`src/rtl/mpu_store_stream.sv`:
```
// mpu_store_stream: reads a matrix from the register file one element at a
// time and streams it to memory as valid/ready beats, flagging the last beat.
// Optional build macro MPU_STORE_TRANSPOSE_EN adds col_major_in, which selects
// column-major streaming order per request; without it the order is row-major.
module mpu_store_stream #(
   parameter int DATA_W = 32,
   parameter int MAX_M  = 8,
   parameter int MAX_N  = 8,
   parameter int ADDR_W = 3,
   localparam int MW    = $clog2(MAX_M + 1),
   localparam int NW    = $clog2(MAX_N + 1)
) (
   input  logic              clk,
   input  logic              rst,
   input  logic              store_req_in,
   input  logic [ADDR_W-1:0] store_addr_in,
`ifdef MPU_STORE_TRANSPOSE_EN
   input  logic              col_major_in,
`endif
   input  logic              reg_ready_in,
   input  logic [MW-1:0]     reg_m_size_in,
   input  logic [NW-1:0]     reg_n_size_in,
   input  logic [DATA_W-1:0] reg_element_in,
   output logic              reg_req_out,
   output logic [ADDR_W-1:0] reg_addr_out,
   output logic [MW-1:0]     reg_i_out,
   output logic [NW-1:0]     reg_j_out,
   output logic              mem_valid_out,
   input  logic              mem_ready_in,
   output logic [DATA_W-1:0] mem_data_out,
   output logic              mem_last_out,
   output logic [MW-1:0]     mem_m_size_out,
   output logic [NW-1:0]     mem_n_size_out,
   output logic              busy_out,
   output logic              done_out,
   output logic              err_out
);

   localparam logic [1:0] ST_IDLE    = 2'd0;
   localparam logic [1:0] ST_REQUEST = 2'd1;
   localparam logic [1:0] ST_STREAM  = 2'd2;

   localparam logic [MW-1:0] MAX_M_V = MW'(MAX_M);
   localparam logic [NW-1:0] MAX_N_V = NW'(MAX_N);

   logic [1:0]        r_state;
   logic [ADDR_W-1:0] r_addr;
   logic [MW-1:0]     r_m;
   logic [NW-1:0]     r_n;
   logic [MW-1:0]     r_i;
   logic [NW-1:0]     r_j;
   logic              r_done;
   logic              r_err;

   logic              w_stream;
   logic              w_hs;
   logic [MW-1:0]     w_m_last;
   logic [NW-1:0]     w_n_last;
   logic              w_i_end;
   logic              w_j_end;
   logic              w_last;
   logic              w_size_bad;
   logic              w_col;

`ifdef MPU_STORE_TRANSPOSE_EN
   logic r_col;

   // Capture the order select together with the accepted request.
   always_ff @(posedge clk) begin
      if (rst)
         r_col <= 1'b0;
      else if (r_state == ST_IDLE && store_req_in)
         r_col <= col_major_in;
   end

   assign w_col = r_col;
`else
   assign w_col = 1'b0;
`endif

   assign w_stream   = (r_state == ST_STREAM);
   assign w_hs       = w_stream & mem_ready_in;
   assign w_m_last   = r_m - 1'b1;
   assign w_n_last   = r_n - 1'b1;
   assign w_i_end    = (r_i == w_m_last);
   assign w_j_end    = (r_j == w_n_last);
   assign w_last     = w_i_end & w_j_end;
   assign w_size_bad = (reg_m_size_in == '0) | (reg_n_size_in == '0) |
                       (reg_m_size_in > MAX_M_V) | (reg_n_size_in > MAX_N_V);

   // Control FSM, latched request context and element index walk.
   // NOTE: every register here is written with <= so all of them update from
   // the same pre-edge values; a blocking = would leak new values mid-block.
   always_ff @(posedge clk) begin
      if (rst) begin
         r_state <= ST_IDLE;
         r_addr  <= '0;
         r_m     <= '0;
         r_n     <= '0;
         r_i     <= '0;
         r_j     <= '0;
         r_done  <= 1'b0;
         r_err   <= 1'b0;
      end else begin
         r_done <= 1'b0;
         r_err  <= 1'b0;
         case (r_state)
            ST_IDLE: begin
               if (store_req_in) begin
                  r_addr  <= store_addr_in;
                  r_state <= ST_REQUEST;
               end
            end
            ST_REQUEST: begin
               if (reg_ready_in) begin
                  r_m <= reg_m_size_in;
                  r_n <= reg_n_size_in;
                  r_i <= '0;
                  r_j <= '0;
                  if (w_size_bad) begin
                     r_err   <= 1'b1;
                     r_state <= ST_IDLE;
                  end else begin
                     r_state <= ST_STREAM;
                  end
               end
            end
            ST_STREAM: begin
               if (w_hs) begin
                  if (w_last) begin
                     r_i     <= '0;
                     r_j     <= '0;
                     r_done  <= 1'b1;
                     r_state <= ST_IDLE;
                  end else if (w_col) begin
                     if (w_i_end) begin
                        r_i <= '0;
                        r_j <= r_j + 1'b1;
                     end else begin
                        r_i <= r_i + 1'b1;
                     end
                  end else begin
                     if (w_j_end) begin
                        r_j <= '0;
                        r_i <= r_i + 1'b1;
                     end else begin
                        r_j <= r_j + 1'b1;
                     end
                  end
               end
            end
            default: r_state <= ST_IDLE;
         endcase
      end
   end

   assign reg_req_out    = w_stream;
   assign reg_addr_out   = r_addr;
   assign reg_i_out      = r_i;
   assign reg_j_out      = r_j;
   assign mem_valid_out  = w_stream;
   assign mem_data_out   = w_stream ? reg_element_in : '0;
   assign mem_last_out   = w_stream & w_last;
   assign mem_m_size_out = r_m;
   assign mem_n_size_out = r_n;
   assign busy_out       = (r_state != ST_IDLE);
   assign done_out       = r_done;
   assign err_out        = r_err;

endmodule

```
`config.mk`:
```
export PLATFORM = sky130hd
export DESIGN_NAME = mpu_store_stream
export DESIGN_NICKNAME = d
export VERILOG_FILES = /design/src/rtl/mpu_store_stream.sv
export SDC_FILE = /design/constraint.sdc
export NUM_CORES = 1
export LEC_CHECK = 0
export BUFFER_PORTS_ARGS = -buffer_cell sky130_fd_sc_hd__buf_2
export CAP_MARGIN = 15
export CORE_MARGIN = 4
export CORE_UTILIZATION = 41
export CTS_CLUSTER_DIAMETER = 120
export DETAILED_ROUTE_END_ITERATION = 10
export GPL_TIMING_DRIVEN = 1
export PLACE_DENSITY_LB_ADDON = 0.05
export SYNTH_ARGS = -nofsm -noshare
export SYNTH_HDL_FRONTEND = slang
export SYNTH_SLANG_ARGS = --single-unit
```
`constraint.sdc`:
```
create_clock -name clk -period 2.2 [get_ports clk]
set_input_delay 0.55 -clock clk [delete_from_list [all_inputs] [get_ports clk]]
set_output_delay 0.55 -clock clk [all_outputs]
set_load 0.02 [all_outputs]
```
==> results.tsv <==
stage	metric	value	unit
global_route	initial antenna violation count	0	
detailed_routing	met2 wire length	2210	um
sta	clock skew	11.4	ps
critical_path	CP startpoint kind	flip-flop	
sta	RSZ-0062 raised after global routing	yes	
critical_path	CP Capture Type	primary output	
placement	placed cell count	330	
floorplan	core area	0.00339	mm^2
run_status	failing checks	setup timing	
sta	minimum clock period	2370	ps
detailed_routing	Pre-antenna DRT Iters	4	
power	Pleak	1.11	nW
detailed_routing	Routed Antenna Nets	0	
placement	hpwl dp	3470	um
synthesis	largest family of logic cells by synthesized area	simple AND/OR/NAND/NOR gates	
clock_network	clock buffer depth	2	
floorplan	Die Width	67.8	um
global_route	largest net degree at the start of global routing	35	
cells_and_area	Layout Utilization	63.2	%
sta	Final period util	108	%
cells_and_area	layout cell share with drive strength beyond 1	45.4	%
critical_path	arrival time worst endpoint	1820	ps
detailed_routing	DRC viols	0	
synthesis	synthesized area per cell	8.06	um^2
detailed_routing	Highest Signal Layer	met4	
cells_and_area	fin nets	348	
cells_and_area	Finished Layout Cells	337	
synthesis	adder-cell share of the synthesized area	6.82	%
global_route	total congestion overflow	0	
critical_path	CP Class	reg -> out	
power	pwr dens	480	mW/mm^2
job	maxcap violations	0	
synthesis	area leader, netlist	dfxtp_1	
cells_and_area	P&R area growth vs syn	46.0	%
critical_path	CP required	1650	ps
clock_network	CTS tree	built	
synthesis	Synth cell types	30	
sta	Slew Limit Fails	0	
power	VDD IR-drop max	0.348	mV
clock_network	CTS Sinks	23	
power	Power Total	1.03	mW
clock_network	Clock Pin Slew Worst Setup and Hold Paths	140	ps
sta	Max Fclk	422	MHz
sta	Slew headroom	73.0	%
synthesis	simple-gate share of the synthesized area	32.0	%
global_route	Tot GR Track Use	19.5	%
detailed_routing	via count	1569	
synthesis	Synthesis Warnings	0	
global_route	number of global-route vias before repair	1513	
cells_and_area	Ant. Diodes	0	
global_route	first-pass GRT wire length	6940	um
synthesis	post-synthesis xor/xnor area fraction	11.0	%
detailed_routing	post-DR vias/cell	4.66	
critical_path	crit path max fanout	4	
clock_network	TritonCTS Buffers	3	
floorplan	die height	67.8	um
sta	setup ws final	-169	ps
synthesis	top cells by area, synth	dfxtp_1 (31%), and2_1 (14%), ha_1 (6.8%)	
synthesis	synthesized area	0.00147	mm^2
floorplan	row count	21	
detailed_routing	final WL	4350	um
floorplan	I/O pin count	105	
synthesis	cells after synthesis	182	
worst_hold_path	Worst Hold Class	in -> reg	
clock_network	post-cts hold buffer count	0	
sta	worst slew pin tran	405	ps
placement	IO Port Bufs	104	
floorplan	Initial Util	43.3	%
sta	endpoints failing setup	1	
detailed_routing	DR WL met3	212	um
synthesis	Mapped Nets	238	
clock_network	Clock Latency Late Sink	330	ps
run_status	status	complete, but fails checks	
detailed_routing	Initial DRC Count	80	
cells_and_area	fill count	321	
clock_network	root buffer cell	clkbuf_4	
sta	final count of hold timing violations	0	
placement	dpl ws	105	ps
synthesis	Compound-Gate Fraction of Synth Area	13.0	%
synthesis	synthesis-stage register bit count	23	
synthesis	post-synthesis mux area share	0	%
synthesis	share of the synthesized area in the top cell type	31.4	%
floorplan	die area	0.00460	mm^2
clock_network	number of H-tree levels	1	
detailed_routing	met1 wire length	1870	um
detailed_routing	drt wl/cell	12.9	um
synthesis	sequential element share of the synthesized area	31.4	%
placement	GPL Wtd Cong	0.778	
[power by group]
group | leakage [nW] | internal, mW | total [mW] | switching (mW)
combinational | 0.902 | 0.153 | 0.355 | 0.201
clock | 0.0139 | 0.0697 | 0.210 | 0.140
sequential | 0.191 | 0.442 | 0.465 | 0.0228
total | 1.11 | 0.665 | 1.03 | 0.365
[cells in the final DEF, fill, tap and decap left out, drive strengths merged]
cell type	count
nand4b	2
nor4	1
xor3	2
o22ai	1
clkbuf	3
a211oi	1
nand4	3
xor2	4
o31ai	1
a221oi	1
a41oi	1
or3b	2
nand3	12
a22oi	1
o21bai	2
and2	32
nor2	5
nor3	6
clkinvlp	1
dfxtp	23
ha	8
a21oi	17
xnor2	9
o21ai	6
buf	114
nand2	19
or3	2
inv	12
[timing repair]
item	4_1_cts	5_1_grt
cloned	0	0
pin swaps	2	4
setup endpoints to repair	30	33
resized for setup	7	7
buffers inserted	2	1
[synthesized netlist by cell type (all sizes together)]
library cell	number
a221oi	1
a211oi	1
nor2	5
dfxtp	23
xnor2	9
inv	12
xor3	2
a21oi	17
nor4	1
nand4b	2
or3	2
ha	8
a22oi	1
or3b	2
and2	32
nor3	6
nand3	12
nand2	19
o21ai	6
o22ai	1
o21bai	2
a41oi	1
o31ai	1
clkbuf	6
buf	3
xor2	4
nand4	3
[sequential cells by signal, indices dropped and copies added (netlist names)]
name            cells
done_out            1
err_out             1
mem_m_size_out      4
mem_n_size_out      4
r_state             2
reg_addr_out        3
reg_i_out           4
reg_j_out           4
[area by class of cell]
class | count | area [um^2] | share of cell area, %
Sequential cell | 23 | 470 | 21.9
Tap cell | 46 | 57.6 | 2.69
Multi-Input combinational cell | 138 | 926 | 43.2
Clock buffer | 3 | 22.5 | 1.05
Clock inverter | 1 | 7.51 | 0.350
Timing Repair Buffer | 114 | 614 | 28.7
Inverter | 12 | 45.0 | 2.10
[through the flow]
stage | instance area, um^2 | hold slack [ps] | TNS (ps)
2_1_floorplan | 1470 | 471 | 0
3_3_place_gp | 2060 | 449 | 0
3_5_place_dp | 2060 | 451 | 0
4_1_cts | 2120 | 444 | -161
5_1_grt | 2140 | 440 | -261
6_report | 2140 | 451 | -169
[critical path, stage by stage, from the launching register on]
cell	delay, ps
dfxtp_2	380
xor3_1	450
nor3_4	220
nand4_1	160
nor2_2	160
buf_6	130
[layer usage]
| layer | up-vias | GRT usage (%) |
|---|---|---|
| met5 | - | 0 |
| met4 | 0 | 4.22 |
| met3 | 8 | 4.93 |
| met2 | 36 | 34.5 |
| met1 | 695 | 23.9 |
| li1 | 830 | - |
[path summary, 6_finish.rpt]
check,startpoint,endpoint,slack (ps),depth (start not counted)
worst min register to register,reg_addr_out[2],reg_addr_out[2],470,2
worst max-delay path,mem_n_size_out[2],mem_last_out,-170,5
worst min-delay path,store_addr_in[1],reg_addr_out[1],450,3
worst max register to register,mem_n_size_out[1],reg_i_out[0],140,8
[kinds of logic after synthesis]
kind of cell             count (synthesis)
AO/OA/AOI/OAI                           31
XOR/XNOR                                15
adder cells (fa/ha/maj)                  8
buffers and inverters                   21
flip-flops                              23
AND/OR/NAND/NOR                         84
Note: power is estimated with default switching activity, not from simulation.
